<file path="config.mk">
export PLATFORM = sky130hd
export DESIGN_NAME = nbin_zfnaf_writer
export DESIGN_NICKNAME = d
export VERILOG_FILES = /design/src/rtl/nbin_zfnaf_writer.sv
export SDC_FILE = /design/constraint.sdc
export NUM_CORES = 2
export LEC_CHECK = 0
export ABC_AREA = 0
export ABC_CLOCK_PERIOD_IN_PS = 48000
export CAP_MARGIN = 20
export CORE_AREA = 2 2 368 370
export DETAILED_ROUTE_END_ITERATION = 16
export DIE_AREA = 0 0 370 372
export GPL_ROUTABILITY_DRIVEN = 0
export PLACE_DENSITY = 0.56
export SETUP_SLACK_MARGIN = 0.02
export SLEW_MARGIN = 10
export SYNTH_ARGS = -nofsm -noshare
export SYNTH_HDL_FRONTEND = slang
export SYNTH_SLANG_ARGS = --single-unit
</file>
<file path="constraint.sdc">
create_clock -name clk -period 48 [get_ports clk]
set_input_delay 9.6 -clock clk [delete_from_list [all_inputs] [get_ports clk]]
set_output_delay 9.6 -clock clk [all_outputs]
set_load 0.005 [all_outputs]
</file>
<file path="src/rtl/nbin_zfnaf_writer.sv">
// nbin_zfnaf_writer: zero-free encoder and write controller feeding per-lane NBin/offset buffers.
// Optional build macro ZF_THRESHOLD_EN adds i_threshold; lanes with |value| below it are dropped like zeros.
module nbin_zfnaf_writer #(
    parameter int N         = 16,
    parameter int Tn        = 16,
    parameter int OFFSET_SZ = 4,
    parameter int ADDR_SZ   = 6,
    parameter int NUM_WORDS = 64
) (
    input  logic                      clk,
    input  logic                      rst,
    input  logic                      i_valid,
    output logic                      o_ready,
    input  logic [Tn*N-1:0]           i_data,
    input  logic                      i_last,
    input  logic [Tn-1:0]             i_pop,
`ifdef ZF_THRESHOLD_EN
    input  logic [N-1:0]              i_threshold,
`endif
    output logic [Tn*N-1:0]           o_nbin_data,
    output logic [Tn*OFFSET_SZ-1:0]   o_offset_data,
    output logic [Tn-1:0]             o_wen,
    output logic [Tn-1:0]             o_off_wen,
    output logic [Tn*ADDR_SZ-1:0]     o_addr,
    output logic [Tn*ADDR_SZ-1:0]     o_off_wr_addr,
    output logic [Tn*(ADDR_SZ+1)-1:0] o_count
);
    localparam int BRICK = 2**OFFSET_SZ;

    logic                 accept;
    logic                 brick_end;
    logic [OFFSET_SZ-1:0] offset;
    logic [Tn-1:0]        seen;
    logic [Tn-1:0]        nz;
    logic [Tn-1:0]        wr;
    logic [Tn-1:0]        not_full;

    assign accept    = i_valid & o_ready;
    assign brick_end = i_last | (offset == OFFSET_SZ'(BRICK-1));
    assign o_ready   = ~rst & (&not_full);

    // Shared brick offset plus per-lane flag recording whether the lane already got a real entry this brick
    always_ff @(posedge clk or posedge rst) begin
        if (rst) begin
            offset <= '0;
            seen   <= '0;
        end else if (accept) begin
            offset <= brick_end ? '0 : offset + 1'b1;
            seen   <= brick_end ? '0 : seen | nz;
        end
    end

    for (genvar i = 0; i < Tn; i++) begin : g_lane
        logic [N-1:0]         val;
        logic [ADDR_SZ-1:0]   wr_ptr;
        logic [ADDR_SZ:0]     count;
        logic                 pop_eff;
        logic                 wen_q;
        logic                 off_wen_q;
        logic [N-1:0]         data_q;
        logic [OFFSET_SZ-1:0] off_q;
        logic [ADDR_SZ-1:0]   addr_q;

        assign val = i_data[i*N +: N];
`ifdef ZF_THRESHOLD_EN
        logic [N-1:0] mag;
        assign mag   = val[N-1] ? -val : val;
        assign nz[i] = (val != '0) && (mag >= i_threshold);
`else
        assign nz[i] = val != '0;
`endif
        // A lane with nothing surviving in a brick still gets one zero filler so the consumer sees every brick
        assign wr[i]       = accept & (nz[i] | (brick_end & ~seen[i]));
        assign pop_eff     = i_pop[i] & (count != '0);
        assign not_full[i] = count < (ADDR_SZ+1)'(NUM_WORDS);

        assign o_count[i*(ADDR_SZ+1) +: ADDR_SZ+1]  = count;
        assign o_wen[i]                              = wen_q;
        assign o_off_wen[i]                          = off_wen_q;
        assign o_nbin_data[i*N +: N]                 = data_q;
        assign o_offset_data[i*OFFSET_SZ +: OFFSET_SZ] = off_q;
        assign o_addr[i*ADDR_SZ +: ADDR_SZ]          = addr_q;
        assign o_off_wr_addr[i*ADDR_SZ +: ADDR_SZ]   = addr_q;

        // Circular write pointer and occupancy; a write and an effective pop in the same cycle cancel out
        always_ff @(posedge clk or posedge rst) begin
            if (rst) begin
                wr_ptr <= '0;
                count  <= '0;
            end else begin
                if (wr[i])
                    wr_ptr <= (wr_ptr == ADDR_SZ'(NUM_WORDS-1)) ? '0 : wr_ptr + 1'b1;
                if (wr[i] & ~pop_eff)
                    count <= count + 1'b1;
                else if (~wr[i] & pop_eff)
                    count <= count - 1'b1;
            end
        end

        // Registered write port; reset forces the active-low enable high so no pending write survives
        always_ff @(posedge clk or posedge rst) begin
            if (rst) begin
                wen_q     <= 1'b1;
                off_wen_q <= 1'b0;
                data_q    <= '0;
                off_q     <= '0;
                addr_q    <= '0;
            end else begin
                wen_q     <= ~wr[i];
                off_wen_q <= wr[i];
                if (wr[i]) begin
                    data_q <= nz[i] ? val : '0;
                    off_q  <= offset;
                    addr_q <= wr_ptr;
                end
            end
        end
    end
endmodule
</file>
======== Word level (Yosys, flattened, before mapping) ========
Cells that the tools add are included.
storage, ports and cells
  flip-flop bits (word level) ............. 676
  bits of input ports ..................... 276
  output and inout port bits .............. 657
  word-level logic and storage cells ...... 460
cells by class
  $add $sub $neg .......................... 49
  $lt $le $gt $ge ......................... 16
  equality and inequality tests ........... 17
  mux-type cells .......................... 66
  bitwise gates (word level) .............. 149
  reductions and logical operators ........ 49
operators with widths
  operator                                            count
  2-to-1 mux 16 bit                                   17
  nonzero test 16 bit                                 16
  2-to-1 mux 7 bit                                    32
  adder 7 x 1 -> 7 bit (second input constant)        16
  less-than comparator 7 bit (second input constant)  16
  nonzero test 7 bit                                  16
  subtractor 7 x 1 -> 7 bit (second input constant)   16
  adder 6 x 1 -> 6 bit (second input constant)        16
  equality test 6 bit (second input constant)         16
  2-to-1 mux 6 bit                                    16
  bitwise AND 1 bit                                   82
  NOT 1 bit                                           49
  nonzero test 2 bit                                  16
  bitwise OR 1 bit                                    17
  bitwise OR 16 bit                                   1
  AND reduction 16 bit                                1
  adder 4 x 1 -> 4 bit (second input constant)        1
  equality test 4 bit (second input constant)         1
  2-to-1 mux 4 bit                                    1

======== Depth between registers and ports, before layout ========
  depth in word-level cells ............... 9
  depth in mapped cells ................... 15
  depth with buffers taken out ............ 13

======== Worst setup path before layout ========
Ideal clock, no wire load.
  path kind ............................... input-to-output
  start point ............................. in rst
  end point ............................... out o_ready
  arrival ................................. 10.688 ns
  required time ........................... 38.400 ns
  slack ................................... 27.712 ns
  stages .................................. 4
  buffers on the path ..................... 1
  cells stage by stage .................... or3_1 > nor4_4 > buf_6 > and2_1
on the way
  longest elaborated chain between the ends .. 2
ends and longest elaborated chain
  what               RTL line  RTL
  start, declared    11        input logic rst,
  NOT 1 bit          40        assign o_ready = ~rst & (&not_full);
  bitwise AND 1 bit  40
  end, declared      13        output logic o_ready,
Every way passes these cells.

======== Worst setup path after layout ========
Same ends and word-level chain as after synthesis.

==> results.sh <==
export IMPL_status="finished clean"
export IMPL_synth_area_per_cell_um2=10.95
export IMPL_drt_iter0_markers=1352
export IMPL_ir_drop_mv=0.02578
export IMPL_relSlewSlack=0.08453
export IMPL_start_util=0.2328
export IMPL_grt_max_degree=115
export IMPL_h_tree_depth=3
export IMPL_area_growth_pct=42.27
export IMPL_cts_hold_buffers=0
export IMPL_yosys_warnings=0
export IMPL_synth_seq_area_share=0.5417
export IMPL_antenna_found_initial=14
export IMPL_yosysMostFrequentCell="dfrtp_1"
export IMPL_place_hpwl_um=89150
export IMPL_hold_viol=0
export IMPL_std_cell_rows=135
export IMPL_slowest_delay_ps=520
export IMPL_vias=25176
export IMPL_yosys_top_cells_count="dfrtp_1, nand2_1, a22o_1"
export IMPL_cts_clk_slew_worst_paths_ps=50
export IMPL_tritoncts="done"
export IMPL_maxSlewViolCount=0
export IMPL_io_pins=933
export IMPL_track_usage=0.1671
export IMPL_maxCapViolCount=0
export IMPL_p_per_area_mw_per_mm2=42.24
export IMPL_rsz0062_at_grt="no"
export IMPL_num_fill_cells=13586
export IMPL_hold_class="flop to flop"
export IMPL_dieArea_mm2=0.1376
export IMPL_synthesis_instances=2855
export IMPL_clock_sinks=676
export IMPL_synth_edf_count=0
export IMPL_post_cts_buffers=0
export IMPL_hold_start="g_lane[7].off_q[3]"
export IMPL_grt_pass1_wl_um=170700
export IMPL_leakagePower_nw=19.39
export IMPL_fin_setup_tns_ps=0
export IMPL_path_common_cell="clkdlybuf4s50_1"
export IMPL_die_x_um=370
export IMPL_clock_latency_ps=690
export IMPL_clock_root_buffer="clkbuf_16"
export IMPL_yosysTopAreaCell="dfrtp_1"
export IMPL_avgRoutedWirePerCell_um=21.62
export IMPL_wl_um=118900
export IMPL_tightest_slew_ps=1361
export IMPL_grt_pass1_vias=25199
export IMPL_grt_overflow=0
export IMPL_finalCritPeriodShare=0.4484
export IMPL_rr_worst_depth=14
export IMPL_ys_seq_elements=676
export IMPL_reg2reg_slack_ps=42660
export IMPL_core_area_mm2=0.1343
export IMPL_antenna_left=0
export IMPL_path_cells="clkdlybuf4s50_1 -> or3_1 -> nor4_4 -> buf_4 -> and2_1 -> clkdlybuf4s50_1"
export IMPL_synth_ff_type="dfrtp_1"
export IMPL_fin_nets=4056
export IMPL_route_detailed_drc=0
export IMPL_synth_top_area_share=0.5283
export IMPL_clock_path_buffers=3
export IMPL_setup_violations_final=0
export IMPL_end_kind="primary output"
export IMPL_numCtsBuffers=83
export IMPL_synthArstFlopShare=1.000
export IMPL_max_freq_ghz=0.04646
export IMPL_syn_area_mm2=0.03126
export IMPL_die_h_um=372
export IMPL_finClkSkew_ps=64.51
export IMPL_vias_per_cell=4.579
export IMPL_cts_resized=0
export IMPL_port_buffers=932
export IMPL_critPathLaunchType="input port"
export IMPL_yosysUniqueCellTypes=62
export IMPL_cp_slowest_cell="clkdlybuf4s50_1"
export IMPL_fin_crit_ps=21520
export IMPL_drive_gt1_frac=0.07885
export IMPL_hold_path_cell_count=2
export IMPL_cp_data_arrival_time_ps=11920
export IMPL_whs_ps=463.3
export IMPL_reg2reg_to="g_lane[8].count[6]"
export IMPL_worstReg2RegStart="g_lane[0].count[6]"
export IMPL_synth_area_leaders="dfrtp_1, nand2_1, a22o_1, ha_1, buf_4"
export IMPL_hold_end="g_lane[7].off_q[3]"
export IMPL_required_ps=38400
export IMPL_path_max_fanout=20
export IMPL_crit_type="input port to primary output"
export IMPL_drt_first_pass_iters=5
export IMPL_syn_nets=3263
[through the flow]
stage	instance area (µm²)	utilization	power [mW]	instances	worst slack (ps)
after floorplan	31260	-	0.9830	2855	19480
after global placement	41560	0.3095	1.222	5343	26450
after detailed placement	41560	0.3095	1.230	5343	26420
after CTS	44450	0.3310	1.910	5496	26420
after global routing	44480	0.3312	1.990	5497	26390
final	44480	0.3312	1.879	5498	26480
[per-layer routing]
metal | vias to the layer above | GRT usage | wire (µm)
met1 | 12486 | 0.2097 | 50220
met5 | - | 0 | 29
li1 | 11711 | - | -
met4 | 4 | 0.05840 | 3470
met3 | 165 | 0.04435 | 8323
met2 | 810 | 0.2766 | 56810
[cell families (layout without fill, tap and decap cells)]
logic type | Yosys count | count (layout) | synth area share
xor+xnor | 122 | 122 | 0.03418
buf+inv | 303 | 1164 | 0.05647
other cells | 0 | 1 | 0
compound gates | 603 | 603 | 0.1508
flops | 676 | 676 | 0.5417
mux | 50 | 50 | 0.01793
fa+ha+maj | 132 | 132 | 0.05667
simple gates | 969 | 969 | 0.1423
[cells in the final DEF, fill, tap and decap left out, types with 33 or more instances in the layout]
| cell | netlist | routed |
|---|---|---|
| dfrtp_1 | 660 | 656 |
| nand4_1 | 35 | 35 |
| clkdlybuf4s50_1 | 0 | 931 |
| xnor2_1 | 67 | 67 |
| a22o_1 | 246 | 246 |
| nand3_1 | 38 | 38 |
| mux2_2 | 48 | 48 |
| a21oi_1 | 62 | 62 |
| o21ai_0 | 107 | 107 |
| clkbuf_16 | 0 | 84 |
| nor4_1 | 91 | 89 |
| nor2_1 | 79 | 78 |
| buf_4 | 142 | 33 |
| xor2_1 | 55 | 55 |
| nand2_1 | 593 | 593 |
| a21o_1 | 51 | 51 |
| ha_1 | 116 | 116 |
[cell type report]
| type | instances | area (µm²) | share of cell area |
|---|---|---|---|
| Inverter | 46 | 180.2 | 0.004051 |
| Tap cell | 1781 | 2228 | 0.05010 |
| Clock buffer | 120 | 2427 | 0.05457 |
| Sequential cell | 676 | 16940 | 0.3809 |
| Timing Repair Buffer | 965 | 9594 | 0.2157 |
| Antenna cell | 1 | 2.502 | 0.00005626 |
| Multi-Input combinational cell | 1876 | 12640 | 0.2842 |
| Clock inverter | 33 | 464.2 | 0.01044 |
[report_power, final]
group,internal (mW),switching (mW)
logic,0.274,0.232
registers,0.631,0.0826
clock network,0.389,0.271
total,1.29,0.585
[critical path: cells and delay by family]
family / cells / cell delay (ps)
buffers and inverters: 3 / 1490
and+or+nand+nor: 3 / 830
[worst max path at each step]
stage / start / to / slack (ps)
final: rst / o_ready / 26480
after global routing: rst / o_ready / 26390
after CTS: rst / o_ready / 26420
after detailed placement: rst / o_ready / 26420
after global placement: rst / o_ready / 26450
after floorplan: rst / g_lane[0].addr_q[0] / 19480
[registers in the layout, summed over array words and instances, names as in the netlist]
register          flops
g_lane.data_q       256
g_lane.off_q         64
g_lane.count        112
g_lane.wen_q         16
g_lane.off_wen_q     16
g_lane.addr_q        96
offset                4
g_lane.wr_ptr        96
seen                 16
Power figures use the tool's default switching activity.
